===== src/rtl/serial_adder_ctrl.sv =====
// rtl/serial_adder_ctrl.sv - bit-serial WIDTH-bit adder sequencer sharing one full-adder cell, LSB first
// Optional subtract mode is enabled by defining SERIAL_ADDER_SUB_EN.
module serial_adder_ctrl #(
    parameter int WIDTH = 8
) (
    input  logic             clk,
    input  logic             rst_n,
    input  logic             start,
    input  logic [WIDTH-1:0] a,
    input  logic [WIDTH-1:0] b,
`ifdef SERIAL_ADDER_SUB_EN
    input  logic             sub,
`endif
    output logic             busy,
    output logic             done,
    output logic [WIDTH-1:0] sum,
    output logic             carry_out
);

    localparam int CW = $clog2(WIDTH);
    localparam logic [CW-1:0] LAST_BIT = CW'(WIDTH - 1);

    typedef enum logic [1:0] {
        S_IDLE = 2'd0,
        S_RUN  = 2'd1,
        S_DONE = 2'd2
    } state_t;

    state_t           r_state;
    state_t           w_next;

    logic [WIDTH-1:0] r_a_sr;
    logic [WIDTH-1:0] r_b_sr;
    logic [WIDTH-1:0] r_part;
    logic [WIDTH-1:0] r_sum;
    logic [CW-1:0]    r_cnt;
    logic             r_carry;
    logic             r_cout;

    logic             w_accept;
    logic             w_last;
    logic [WIDTH-1:0] w_b_in;
    logic             w_carry_init;
    logic             w_ha0_s;
    logic             w_ha0_c;
    logic             w_ha1_c;
    logic             w_fa_sum;
    logic             w_fa_cout;
    logic [WIDTH-1:0] w_part_next;

    // Subtraction is a + ~b + 1: invert b once at capture and seed the carry.
`ifdef SERIAL_ADDER_SUB_EN
    assign w_b_in       = sub ? ~b : b;
    assign w_carry_init = sub;
`else
    assign w_b_in       = b;
    assign w_carry_init = 1'b0;
`endif

    assign w_accept = (r_state == S_IDLE) && start;
    assign w_last   = (r_cnt == LAST_BIT);

    half_adder u_ha0 (
        .i_x (r_a_sr[0]),
        .i_y (r_b_sr[0]),
        .o_s (w_ha0_s),
        .o_c (w_ha0_c)
    );

    half_adder u_ha1 (
        .i_x (w_ha0_s),
        .i_y (r_carry),
        .o_s (w_fa_sum),
        .o_c (w_ha1_c)
    );

    assign w_fa_cout   = w_ha0_c | w_ha1_c;
    assign w_part_next = {w_fa_sum, r_part[WIDTH-1:1]};

    always_ff @(posedge clk) begin
        if (!rst_n) begin
            r_state <= S_IDLE;
        end else begin
            r_state <= w_next;
        end
    end

    always_comb begin
        w_next = r_state;
        case (r_state)
            S_IDLE:  if (start) w_next = S_RUN;
            S_RUN:   if (w_last) w_next = S_DONE;
            S_DONE:  w_next = S_IDLE;
            default: w_next = S_IDLE;
        endcase
    end

    always_comb begin
        busy = 1'b0;
        done = 1'b0;
        case (r_state)
            S_RUN:   busy = 1'b1;
            S_DONE:  done = 1'b1;
            default: ;
        endcase
    end

    // Results only move on the final bit edge, so sum/carry_out hold through a new RUN.
    always_ff @(posedge clk) begin
        if (!rst_n) begin
            r_a_sr  <= '0;
            r_b_sr  <= '0;
            r_part  <= '0;
            r_sum   <= '0;
            r_cnt   <= '0;
            r_carry <= 1'b0;
            r_cout  <= 1'b0;
        end else if (w_accept) begin
            r_a_sr  <= a;
            r_b_sr  <= w_b_in;
            r_part  <= '0;
            r_cnt   <= '0;
            r_carry <= w_carry_init;
        end else if (r_state == S_RUN) begin
            r_a_sr  <= {1'b0, r_a_sr[WIDTH-1:1]};
            r_b_sr  <= {1'b0, r_b_sr[WIDTH-1:1]};
            r_part  <= w_part_next;
            r_carry <= w_fa_cout;
            r_cnt   <= r_cnt + 1'b1;
            if (w_last) begin
                r_sum  <= w_part_next;
                r_cout <= w_fa_cout;
            end
        end
    end

    assign sum       = r_sum;
    assign carry_out = r_cout;

endmodule

module half_adder (
    input  logic i_x,
    input  logic i_y,
    output logic o_s,
    output logic o_c
);

    assign o_s = i_x ^ i_y;
    assign o_c = i_x & i_y;

endmodule


===== config.mk =====
export PLATFORM = sky130hd
export DESIGN_NAME = serial_adder_ctrl
export DESIGN_NICKNAME = d
export VERILOG_FILES = /design/src/rtl/serial_adder_ctrl.sv
export SDC_FILE = /design/constraint.sdc
export NUM_CORES = 1
export LEC_CHECK = 0
export CAP_MARGIN = 20
export CORE_MARGIN = 5
export CORE_UTILIZATION = 30
export CTS_BUF_LIST = sky130_fd_sc_hd__clkbuf_4 sky130_fd_sc_hd__clkbuf_8
export DETAILED_ROUTE_END_ITERATION = 8
export SKIP_LAST_GASP = 1
export SYNTH_ARGS = -nofsm -noshare
export SYNTH_HDL_FRONTEND = slang
export SYNTH_SLANG_ARGS = --single-unit

===== constraint.sdc =====
create_clock -name clk -period 1.6 [get_ports clk]
set_input_delay 0.32 -clock clk [delete_from_list [all_inputs] [get_ports clk]]
set_output_delay 0.32 -clock clk [all_outputs]
set_load 0.02 [all_outputs]

==> impl_metrics.xml <==
<?xml version="1.0" encoding="UTF-8"?>
<metrics>
  <group name="run_status">
    <metric name="status" unit="">complete, no violations</metric>
  </group>
  <group name="sta">
    <metric name="worst_slew_pin_slew" unit="ns">0.388</metric>
    <metric name="timing_hold_violations_final" unit="">0</metric>
    <metric name="finalWorstSetupSlack" unit="ns">0.0583</metric>
    <metric name="clock.fmax" unit="GHz">0.649</metric>
    <metric name="post-route-min-period" unit="ns">1.54</metric>
    <metric name="slew_headroom" unit="">0.740</metric>
    <metric name="grt_setup_unrepaired" unit="">false</metric>
    <metric name="layout_skew" unit="ns">0.00887</metric>
    <metric name="period_share" unit="">0.964</metric>
    <metric name="finalSetupViolations" unit="">0</metric>
    <metric name="report.final.slew_viol_count" unit="">0</metric>
  </group>
  <group name="finish">
    <metric name="area_delta_synth_final" unit="%">32.0</metric>
    <metric name="layout.cells.most_common" unit="">nand2_1</metric>
    <metric name="drive_gt1_frac" unit="">0.143</metric>
    <metric name="nNetsFinal" unit="">245</metric>
    <metric name="n_fill_cell" unit="">557</metric>
    <metric name="diodes" unit="">0</metric>
    <metric name="finalInstanceArea" unit="sq um">2100</metric>
    <metric name="final_cell_mix" unit="">nand2_1, dfxtp_1, a21oi_1, clkdlybuf4s50_1</metric>
  </group>
  <group name="power">
    <metric name="p_per_cell_area" unit="nW/um^2">931</metric>
    <metric name="vdd_ir_drop_max" unit="mV">0.623</metric>
    <metric name="power.leakage" unit="uW">0.000814</metric>
  </group>
  <group name="clock_tree">
    <metric name="cts-htree-levels" unit="">2</metric>
    <metric name="number_of_sinks_driven_by_the_clock_tree" unit="">38</metric>
    <metric name="clk_root_buffer_cell" unit="">clkbuf_8</metric>
    <metric name="tritoncts" unit="">yes</metric>
    <metric name="ctsLongestPathBuffers" unit="">2</metric>
    <metric name="clock_pin_slew_reported_for_the_worst_setup_and_hold_paths_after_clock_tree_synthesis" unit="ns">0.07</metric>
    <metric name="clkLatencyLatePin" unit="ns">0.29</metric>
    <metric name="tritoncts.num_buffers" unit="">5</metric>
  </group>
  <group name="yosys">
    <metric name="synth_cells" unit="">190</metric>
    <metric name="yosys_register_bits" unit="">38</metric>
    <metric name="syn_nets" unit="">212</metric>
    <metric name="synthesis.yosys.warnings" unit="">0</metric>
    <metric name="synthesis.area_per_instance" unit="sq um">8.38</metric>
    <metric name="share_of_the_synthesized_area_in_the_top_cell_type" unit="">0.478</metric>
    <metric name="synth_top_cells_by_area" unit="">dfxtp_1, a21oi_1, nand2_1</metric>
    <metric name="yosysSeqAreaShare" unit="">0.478</metric>
    <metric name="synth_area_leader_cell" unit="">dfxtp_1</metric>
    <metric name="synthesis.area" unit="sq um">1590</metric>
    <metric name="synthDistinctLibCells" unit="">27</metric>
  </group>
  <group name="critical_path">
    <metric name="criticalPathCategory" unit="">register to primary output</metric>
    <metric name="timing.critical_path.from_type" unit="">register</metric>
    <metric name="crit_path_end_kind" unit="">primary output</metric>
    <metric name="crit_slowest_cell" unit="">clkdlybuf4s50_1</metric>
    <metric name="worst-path-max-fanout" unit="">2</metric>
    <metric name="critical_path.top_delay_family" unit="">buffers and inverters</metric>
    <metric name="cp_slowest_stage_delay" unit="ns">0.60</metric>
    <metric name="cp_cell_sequence" unit="">clkdlybuf4s50_1</metric>
    <metric name="worstPathRequired" unit="ns">1.28</metric>
    <metric name="critPathArrivalTime" unit="ns">1.22</metric>
    <metric name="critical_path_buf_inv_count" unit="">1</metric>
  </group>
  <group name="routing">
    <metric name="drtAntennaViolNets" unit="">0</metric>
    <metric name="route.top_layer_used" unit="">met4</metric>
    <metric name="detailroute.wirelength.met2" unit="mm">1.46</metric>
    <metric name="via_per_inst" unit="">4.52</metric>
    <metric name="wl_met1" unit="mm">1.65</metric>
    <metric name="route.detailed.drc" unit="">0</metric>
    <metric name="starting_drc_count_in_detailed_routing" unit="">52</metric>
    <metric name="postRouteWirelength" unit="mm">3.31</metric>
    <metric name="drtPass1Iterations" unit="">4</metric>
    <metric name="met3WireLength" unit="microns">162</metric>
    <metric name="wl_per_cell" unit="microns">11.3</metric>
    <metric name="num_vias" unit="">1328</metric>
  </group>
  <group name="placement">
    <metric name="place_congestion" unit="">0.739</metric>
    <metric name="place_hpwl" unit="mm">2.29</metric>
    <metric name="place_ws" unit="ns">-0.167</metric>
    <metric name="place.port_buffers" unit="">29</metric>
    <metric name="placed_area" unit="sq um">2000</metric>
  </group>
  <group name="global_routing">
    <metric name="maximum_number_of_pins_on_one_net_before_global_route_repair" unit="">33</metric>
    <metric name="grt_first_pass_wirelength" unit="mm">5.88</metric>
    <metric name="grt_util_all_layers" unit="">0.101</metric>
    <metric name="antenna_violations_before_repair" unit="">0</metric>
    <metric name="vias_in_the_first_global_route" unit="">1310</metric>
    <metric name="globalRoute.totalOverflow" unit="">0</metric>
  </group>
  <group name="die">
    <metric name="core-area" unit="sq um">5140</metric>
    <metric name="starting_density_of_the_core" unit="">0.310</metric>
    <metric name="die_outline_height" unit="microns">82.9</metric>
    <metric name="placementRows" unit="">26</metric>
    <metric name="ioPinCount" unit="">30</metric>
    <metric name="area_enclosed_by_the_die_boundary" unit="sq um">6870</metric>
    <metric name="dieWidth" unit="microns">82.9</metric>
  </group>
  <group name="hold_path">
    <metric name="hp-class" unit="">register to register</metric>
  </group>
  <group name="run">
    <metric name="cap_violations" unit="">0</metric>
  </group>
</metrics>
-- report_power, final --
group	switching [uW]	total (uW)	leakage, uW	internal [uW]
Combinational	128	259	0.000456	131
Sequential	25.0	1010	0.000310	988
Clock	338	684	0.0000472	346
Total	491	1960	0.000814	1470
-- flip-flops by register name, indices dropped and copies added (netlist names) --
name       cells
r_a_sr         8
r_b_sr         8
sum            8
r_part         7
r_cnt          3
r_state        2
carry_out      1
r_carry        1
-- kinds of logic after synthesis --
kind of cell             count (synthesis)  share of synthesized area
AND/OR/NAND/NOR                         71                      0.198
AO/OA/AOI/OAI                           60                      0.230
flip-flops                              38                      0.478
buffers and inverters                   17                     0.0605
adder cells (fa/ha/maj)                  3                     0.0283
XOR/XNOR                                 1                    0.00550
-- layer usage --
metal / global-route usage / vias up
met2: 0.156 / 28
li1: - / 706
met3: 0.0337 / 5
met1: 0.134 / 589
met5: 0 / -
met4: 0.0312 / 0
-- cell type report --
type / count / area, sq um / share of cell area
Inverter: 1 / 3.75 / 0.00179
Tap cell: 70 / 87.6 / 0.0417
Clock inverter: 2 / 12.5 / 0.00595
Multi-Input combinational cell: 135 / 736 / 0.350
Timing Repair Buffer: 42 / 418 / 0.199
Clock buffer: 6 / 82.6 / 0.0393
Sequential cell: 38 / 762 / 0.362
-- synthesized netlist by cell type --
cell / n
nand2_1: 44
dfxtp_1: 38
a21oi_1: 33
nand3_1: 11
a21boi_0: 8
buf_2: 8
nor2_1: 6
o21ai_2: 5
clkbuf_1: 4
nor2b_1: 4
o21ai_1: 4
a21boi_1: 3
o21ai_0: 3
o221a_2: 3
buf_4: 2
buf_6: 2
ha_1: 2
a31oi_1: 1
and2_1: 1
and3_1: 1
fa_1: 1
inv_2: 1
nand2b_1: 1
nand3b_1: 1
nor3b_2: 1
or3b_1: 1
xnor2_1: 1
-- tightest hold or removal path: cells and delay by family (launching register included) --
kind	cells	cell delay (ns)
DFF	1	0.31
and+or+nand+nor	1	0.05
AOI/OAI and AO/OA	1	0.05
-- path summary, 6_finish.rpt --
path	depth (start not counted)	from	to	slack (ns)
min	2	r_a_sr[2]	r_a_sr[1]	0.45
min reg2reg	2	r_a_sr[2]	r_a_sr[1]	0.45
max reg2reg	5	r_state[1]	r_b_sr[3]	0.12
max	1	sum[6]	sum[6]	0.06
-- stage by stage --
| stage | cells | TNS, ns | util | hold WS (ns) | power [uW] |
|---|---|---|---|---|---|
| floorplan | 190 | 0 | - | 0.429 | 1190 |
| global placement | 286 | -2.79 | 0.389 | 0.435 | 1300 |
| detailed placement | 286 | -2.83 | 0.389 | 0.442 | 1300 |
| CTS | 294 | 0 | 0.407 | 0.454 | 1980 |
| global route | 294 | 0 | 0.409 | 0.471 | 2070 |
| finish | 294 | 0 | 0.409 | 0.451 | 1960 |
-- repair_timing --
item,in CTS,in global routing
gates resized for setup,2,4
hold buffers,0,0
pin swaps,0,0
setup endpoints to repair,2,4
buffers inserted,0,0
Note: power is estimated with default switching activity, not from simulation.
